## config.mk

```make
export PLATFORM = sky130hd
export DESIGN_NAME = tmpl_scan_ctrl_flat
export DESIGN_NICKNAME = d
export VERILOG_FILES = /design/src/rtl/tmpl_scan_if.sv /design/src/rtl/tmpl_scan_ctrl.sv /design/src/flat_wrapper.sv
export SDC_FILE = /design/constraint.sdc
export NUM_CORES = 1
export LEC_CHECK = 0
export BUFFER_PORTS_ARGS = -buffer_cell sky130_fd_sc_hd__buf_2
export CAP_MARGIN = 20
export CORE_AREA = 2 2 94 96
export CTS_CLUSTER_SIZE = 25
export DETAILED_ROUTE_END_ITERATION = 10
export DIE_AREA = 0 0 96 98
export GPL_ROUTABILITY_DRIVEN = 0
export HOLD_SLACK_MARGIN = 0.15
export MAX_ROUTING_LAYER = met4
export PLACE_DENSITY = 0.65
export SLEW_MARGIN = 20
export SYNTH_ARGS = -nofsm -noshare
export SYNTH_HDL_FRONTEND = slang
export SYNTH_SLANG_ARGS = --single-unit
```

## constraint.sdc

```tcl
create_clock -name iCLK -period 3.1 [get_ports iCLK]
set_input_delay 0.155 -clock iCLK [delete_from_list [all_inputs] [get_ports iCLK]]
set_output_delay 0.155 -clock iCLK [all_outputs]
set_load 0.01 [all_outputs]
```

## src/rtl/tmpl_scan_if.sv

```systemverilog
// Interface between the template scan sequencer and its surroundings.
// Carries the start/busy/done handshake, the ROM address/data bus and the
// scan results. The bounding-box result signals exist only when
// TMPL_SCAN_BBOX_EN is defined.
interface tmpl_scan_if;
   logic        iSTART;
   logic        oBUSY;
   logic        oDONE;
   logic [12:0] oX;
   logic [12:0] oY;
   logic [9:0]  iVAL;
   logic [8:0]  oDARK_CNT;
   logic [17:0] oSUM;
`ifdef TMPL_SCAN_BBOX_EN
   logic [3:0]  oMIN_X;
   logic [3:0]  oMAX_X;
   logic [3:0]  oMIN_Y;
   logic [3:0]  oMAX_Y;
   logic        oBBOX_VALID;
`endif

   // Sequencer side
   modport slave (
      input  iSTART,
      input  iVAL,
`ifdef TMPL_SCAN_BBOX_EN
      output oMIN_X,
      output oMAX_X,
      output oMIN_Y,
      output oMAX_Y,
      output oBBOX_VALID,
`endif
      output oBUSY,
      output oDONE,
      output oX,
      output oY,
      output oDARK_CNT,
      output oSUM
   );

   // Controller / ROM side
   modport master (
      output iSTART,
      output iVAL,
`ifdef TMPL_SCAN_BBOX_EN
      input  oMIN_X,
      input  oMAX_X,
      input  oMIN_Y,
      input  oMAX_Y,
      input  oBBOX_VALID,
`endif
      input  oBUSY,
      input  oDONE,
      input  oX,
      input  oY,
      input  oDARK_CNT,
      input  oSUM
   );
endinterface

```

## src/rtl/tmpl_scan_ctrl.sv

```systemverilog
// Template scan sequencer: sweeps all GRID x GRID template cells in raster
// order, drives scaled coordinates into a fixed-latency ROM, aligns the
// returned samples with an LAT-deep valid pipe and accumulates dark-cell
// count and pixel sum. Results are published in the single DONE cycle.
// Optional feature macro: TMPL_SCAN_BBOX_EN adds a dark-cell bounding box.
module tmpl_scan_ctrl #(
   parameter int         HALVING = 4,
   parameter int         GRID    = 16,
   parameter int         LAT     = 3,
   parameter logic [9:0] THRESH  = 10'd128
) (
   input logic       iCLK,
   input logic       iRST,
   tmpl_scan_if.slave bus
);

   localparam int CW = $clog2(GRID);
   localparam logic [LAT-1:0] TOP_MASK = LAT'(1) << (LAT - 1);

   typedef enum logic [1:0] {IDLE, ISSUE, DRAIN, DONE} stateT;

   stateT          state, nextState;
   logic [CW-1:0]  cx, cy;
   logic [LAT-1:0] vldPipe;
   logic [8:0]     darkAcc, darkNext;
   logic [17:0]    sumAcc, sumNext;

   logic lastCell, tagOut, isDark, pipeDrained, enterDone, startNow;

   assign lastCell    = (cx == CW'(GRID - 1)) && (cy == CW'(GRID - 1));
   assign tagOut      = vldPipe[LAT-1];
   assign isDark      = tagOut && (bus.iVAL < THRESH);
   // Only the exiting stage may still hold a tag: it is consumed this edge.
   assign pipeDrained = (vldPipe & ~TOP_MASK) == '0;
   assign enterDone   = (state == DRAIN) && pipeDrained;
   assign startNow    = (state == IDLE) && bus.iSTART;

   // Coordinates follow the cell counters, so they hold after the last issue.
   assign bus.oX = 13'(cx) << HALVING;
   assign bus.oY = 13'(cy) << HALVING;

   // State register
   always_ff @(posedge iCLK or posedge iRST) begin
      if (iRST) state <= IDLE;
      else      state <= nextState;
   end

   // Next-state logic
   always_comb begin
      // NOTE: default assignment first so no path leaves nextState unassigned (no latch).
      nextState = state;
      case (state)
         IDLE:  if (bus.iSTART) nextState = ISSUE;
         ISSUE: if (lastCell)   nextState = DRAIN;
         DRAIN: if (pipeDrained) nextState = DONE;
         DONE:  nextState = IDLE;
         default: nextState = IDLE;
      endcase
   end

   // Handshake outputs decoded from state
   always_comb begin
      bus.oBUSY = (state != IDLE);
      bus.oDONE = (state == DONE);
   end

   // Accumulator update including the sample exiting the valid pipe
   always_comb begin
      darkNext = darkAcc + {8'd0, isDark};
      sumNext  = sumAcc + (tagOut ? {8'd0, bus.iVAL} : 18'd0);
   end

   // Cell counters, valid pipe, accumulators and published results
   always_ff @(posedge iCLK or posedge iRST) begin
      if (iRST) begin
         cx            <= '0;
         cy            <= '0;
         vldPipe       <= '0;
         darkAcc       <= '0;
         sumAcc        <= '0;
         bus.oDARK_CNT <= '0;
         bus.oSUM      <= '0;
      end else begin
         // NOTE: non-blocking so every register samples pre-edge values of the others.
         vldPipe <= (vldPipe << 1) | LAT'(state == ISSUE);
         if (startNow) begin
            cx      <= '0;
            cy      <= '0;
            vldPipe <= '0;
            darkAcc <= '0;
            sumAcc  <= '0;
         end else begin
            darkAcc <= darkNext;
            sumAcc  <= sumNext;
            if (state == ISSUE && !lastCell) begin
               if (cx == CW'(GRID - 1)) begin
                  cx <= '0;
                  cy <= cy + CW'(1);
               end else begin
                  cx <= cx + CW'(1);
               end
            end
         end
         if (enterDone) begin
            bus.oDARK_CNT <= darkNext;
            bus.oSUM      <= sumNext;
         end
      end
   end

`ifdef TMPL_SCAN_BBOX_EN
   logic [2*CW-1:0] idxPipe [LAT];
   logic [CW-1:0]   minX, maxX, minY, maxY;
   logic [CW-1:0]   minXNext, maxXNext, minYNext, maxYNext;
   logic [CW-1:0]   cxD, cyD;
   logic            firstDark;

   assign cxD       = idxPipe[LAT-1][CW-1:0];
   assign cyD       = idxPipe[LAT-1][2*CW-1:CW];
   assign firstDark = (darkAcc == '0);

   // Cell index delay line, aligned with the valid pipe
   always_ff @(posedge iCLK) begin
      // NOTE: no reset here; contents only matter when qualified by vldPipe, which is reset.
      idxPipe[0] <= {cy, cx};
      for (int i = 1; i < LAT; i++) idxPipe[i] <= idxPipe[i-1];
   end

   // Bounding-box update for the exiting sample
   always_comb begin
      minXNext = minX;
      maxXNext = maxX;
      minYNext = minY;
      maxYNext = maxY;
      if (isDark) begin
         if (firstDark || cxD < minX) minXNext = cxD;
         if (firstDark || cxD > maxX) maxXNext = cxD;
         if (firstDark || cyD < minY) minYNext = cyD;
         if (firstDark || cyD > maxY) maxYNext = cyD;
      end
   end

   // Bounding-box accumulators and published box
   always_ff @(posedge iCLK or posedge iRST) begin
      if (iRST) begin
         minX            <= '0;
         maxX            <= '0;
         minY            <= '0;
         maxY            <= '0;
         bus.oMIN_X      <= '0;
         bus.oMAX_X      <= '0;
         bus.oMIN_Y      <= '0;
         bus.oMAX_Y      <= '0;
         bus.oBBOX_VALID <= 1'b0;
      end else begin
         if (startNow) begin
            minX <= '0;
            maxX <= '0;
            minY <= '0;
            maxY <= '0;
         end else begin
            minX <= minXNext;
            maxX <= maxXNext;
            minY <= minYNext;
            maxY <= maxYNext;
         end
         if (enterDone) begin
            bus.oMIN_X      <= minXNext;
            bus.oMAX_X      <= maxXNext;
            bus.oMIN_Y      <= minYNext;
            bus.oMAX_Y      <= maxYNext;
            bus.oBBOX_VALID <= (darkNext != '0);
         end
      end
   end
`endif

endmodule

```

## src/flat_wrapper.sv

```systemverilog
// flat-port wrapper written by rule: the top's interface ports become plain ports
module tmpl_scan_ctrl_flat 
#(
   parameter int         HALVING = 4,
   parameter int         GRID    = 16,
   parameter int         LAT     = 3,
   parameter logic [9:0] THRESH  = 10'd128
)
  (iCLK, iRST, bus_iSTART, bus_iVAL, bus_oBUSY, bus_oDONE, bus_oX, bus_oY, bus_oDARK_CNT, bus_oSUM);
  tmpl_scan_if bus_i ();
  input logic iCLK;
  input logic iRST;
  input wire logic [$bits(bus_i.iSTART)-1:0] bus_iSTART;
  input wire logic [$bits(bus_i.iVAL)-1:0] bus_iVAL;
  output wire logic [$bits(bus_i.oBUSY)-1:0] bus_oBUSY;
  output wire logic [$bits(bus_i.oDONE)-1:0] bus_oDONE;
  output wire logic [$bits(bus_i.oX)-1:0] bus_oX;
  output wire logic [$bits(bus_i.oY)-1:0] bus_oY;
  output wire logic [$bits(bus_i.oDARK_CNT)-1:0] bus_oDARK_CNT;
  output wire logic [$bits(bus_i.oSUM)-1:0] bus_oSUM;
  assign bus_i.iSTART = bus_iSTART;
  assign bus_i.iVAL = bus_iVAL;
  assign bus_oBUSY = bus_i.oBUSY;
  assign bus_oDONE = bus_i.oDONE;
  assign bus_oX = bus_i.oX;
  assign bus_oY = bus_i.oY;
  assign bus_oDARK_CNT = bus_i.oDARK_CNT;
  assign bus_oSUM = bus_i.oSUM;
  tmpl_scan_ctrl #(.HALVING(HALVING), .GRID(GRID), .LAT(LAT), .THRESH(THRESH)) u_core (.iCLK(iCLK), .iRST(iRST), .bus(bus_i));
endmodule
```

==> metrics.cfg <==
[logic_synthesis]
yosys_warnings=0
synth_edf_count=0
seq_area_frac_synth_pct=45.10
async_flop_share_pct=100.0
syn_inst=388
yosysMostFrequentCell=dfrtp_1
yosys.area.top_type=dfrtp_1
ys.flop_type=dfrtp_1
ys_types=53
synth.top_cell.area_share_pct=45.10
syn_area_um2=3717
syn-mean-instance-area_um2=9.581
ys_top_cells_by_area=dfrtp_1 (45%), ha_1 (6.4%), nand2_1 (4.6%)
synth-seq-cells=67
synth_common_cells=dfrtp_1 (67), nand2_1 (46), nor2_1 (34), a21oi_1 (20), ha_1 (19)

[cts]
cts_buffers=9
clkLatencyLatePin_ns=0.35
clockBufferDepth=2
cts.clk_slew.worst_paths_ns=0.09
cts_sinks=67
cts_tree=done
postCtsSetupBuffers=0
cts-root-buf=clkbuf_8
htreeDepth=3

[routing]
drc=0
drt_iter0_drc=254
antenna_left=0
wirelength_um=7741
route.vias.total=2876
wl_per_cell_um=14.07
firstDrtPassIters=4
viasPerCell=5.229

[cells_and_area]
nNetsFinal=470
stdcell_area_um2=4121
fillers=825
instances_no_fill=550
drive_above_1_share_pct=18.33
area_growth_pct=10.87
n_antenna_cell=0

[sta]
setup_violations=0
timing.final.crit_period_ns=2.530
finalCritPeriodShare_pct=81.60
max_freq_mhz=395.3
slew_headroom_pct=48.09
tns_ns=0
rsz0062_at_grt=false
report.final.slew_viol_count=0
hold_viol_final=0
skew_ns=0.01200
max_slew.worst_pin.slew_ns=0.7775

[setup_path]
worst-path-stages=9
crit_slowest_cell=dfrtp_1
r2r_slack_ns=0.57
cp_top_family=compound AO/OA/AOI/OAI gates
critPathRequiredTime_ns=3.36
ff2ff_path_depth=9
crit_chain=and2_1 -> ha_1 -> inv_1 -> fa_1 -> nand2b_1 -> a21o_1 -> a211oi_1 -> nor3_1 -> o31ai_1
crit_start=u_core.vldPipe[2]$_DFF_PP0_
crit-reg2reg-launch=u_core.vldPipe[2]$_DFF_PP0_
slowest_delay_ns=0.50
worstSetupPathType=reg -> reg
r2r-end=u_core.bus.oSUM[16]$_DFFE_PP0P_
startpoint_type=flop
crit_end=u_core.bus.oSUM[16]$_DFFE_PP0P_
critPathBufInv=1
worstSetupEndpointType=flop
critPathArrivalTime_ns=2.79
cp_max_fo=11

[place]
dpl.cell_count=533
hpwl_um=5730
placed_cell_area_um2=3935
port_buffers=49

[floorplan]
num_rows=34
start_util_pct=43.91
pin_count=68
dieArea_um2=9408
die_x_um=96
dieHeight_um=98
core_area_um2=8466

[power]
ir_drop_mv=0.3871
power.leakage_nw=2.068
power.density_nw_per_um2=782.3

[global_route]
groute.usage.overall_pct=19.06
grt_pass1_wl_um=13570
grt_max_degree=39
antenna_found_initial=0
grt_overflow=0
grt_pass1_vias=2828

[hold_path]
hold_path.class=in -> reg

[job]
maxCapViolCount=0

[status]
status=finished, final reports clean

## placed cells by master, fill, tap and decap left out, drive strengths merged, types with 2 or more instances in the layout
master / count
a211o: 3
a211oi: 4
a21o: 6
a21oi: 20
a22oi: 2
a31oi: 2
and2: 20
and3: 6
and4: 4
buf: 53
clkbuf: 9
clkinv: 4
conb: 18
dfrtp: 67
ha: 19
inv: 11
nand2: 48
nand2b: 4
nand3: 14
nand4: 10
nor2: 34
nor2b: 2
nor3: 16
o211ai: 2
o21a: 7
o21ai: 17
o31ai: 8
xnor2: 6
xor2: 9
## routing by layer
metal / GRT usage, % / vias to the layer above / share of wire [%] / wire length, um
met4: 8.901 / 0 / 2.4 / 184
met2: 26.66 / 80 / 45 / 3514
met1: 26.71 / 1358 / 47 / 3640
met3: 3.395 / 17 / 5.2 / 402
met5: - / - / 0 / 0
li1: - / 1421 / - / -
## logic make-up (layout without fill, tap and decap cells)
family                   after synthesis  in the layout  synth area share, %
XOR/XNOR                              15             15                3.534
multiplexers                           2              2               0.5722
buffers and inverters                 42             79                7.809
AND/OR/NAND/NOR                      162            162                21.47
flip-flops                            67             67                45.10
AO/OA/AOI/OAI                         79             79                14.47
adder cells (fa/ha/maj)               20             20                6.934
other                                  1             18               0.1009
## flip-flops by register name, summed over array words and instances (netlist names)
register	cells
u_core.bus.oDARK_CNT	9
u_core.cy	4
u_core.bus.oSUM	18
u_core.vldPipe	3
u_core.darkAcc	9
u_core.sumAcc	18
u_core.state	2
u_core.cx	4
## report_power, final
| group | internal [W] | switching, W |
|---|---|---|
| registers | 0.00111 | 0.000160 |
| clock network | 0.000295 | 0.000371 |
| logic | 0.000491 | 0.000794 |
| total | 0.00190 | 0.00132 |
## worst register-to-register path, stage by stage, from the launching register on
cell and delay, ns:
dfrtp_1 0.50, and2_1 0.18, ha_1 0.19, inv_1 0.06
fa_1 0.40, nand2b_1 0.21, a21o_1 0.23, a211oi_1 0.32
nor3_1 0.11, o31ai_1 0.23
## area by class of cell
cell class / count / area, um^2 / share of cell area (%)
Clock buffer: 9 / 123.9 / 3.005
Clock inverter: 7 / 52.55 / 1.275
Inverter: 9 / 33.78 / 0.8197
Multi-Input combinational cell: 296 / 1814 / 44.02
Sequential cell: 67 / 1677 / 40.68
Tap cell: 108 / 135.1 / 3.279
Timing Repair Buffer: 54 / 285.3 / 6.922
## worst min path at each step
| stage | start | end | slack (ns) | cells after the start |
|---|---|---|---|---|
| 2_1_floorplan | bus_iSTART | u_core.sumAcc[17]$_DFF_PP0_ | 0.42 | 3 |
| 3_3_place_gp | iRST | u_core.bus.oDARK_CNT[5]$_DFFE_PP0P_ | 0.35 | 2 |
| 3_5_place_dp | iRST | u_core.darkAcc[4]$_DFF_PP0_ | 0.36 | 2 |
| 4_1_cts | bus_iVAL[0] | u_core.sumAcc[0]$_DFF_PP0_ | 0.27 | 4 |
| 5_1_grt | bus_iVAL[1] | u_core.sumAcc[1]$_DFF_PP0_ | 0.31 | 4 |
| 6_report | bus_iSTART | u_core.sumAcc[17]$_DFF_PP0_ | 0.27 | 4 |
## repair_timing
item                      CTS  global route
resized for setup           0             0
hold endpoints to repair   36             0
hold buffers                1             0
## metrics by stage
stage                     hold slack [ns]  util (%)  setup WS (ns)  power, W
after global placement             0.3513     46.48         0.7143  0.002549
after floorplan                    0.4203         -         0.8531  0.002325
after CTS                          0.2738     48.68         0.5933  0.003263
after global routing               0.3149     48.68         0.3898  0.003516
final                              0.2738     48.68         0.5704  0.003224
after detailed placement           0.3593     46.48         0.6034  0.002588
Power figures use the tool's default switching activity.
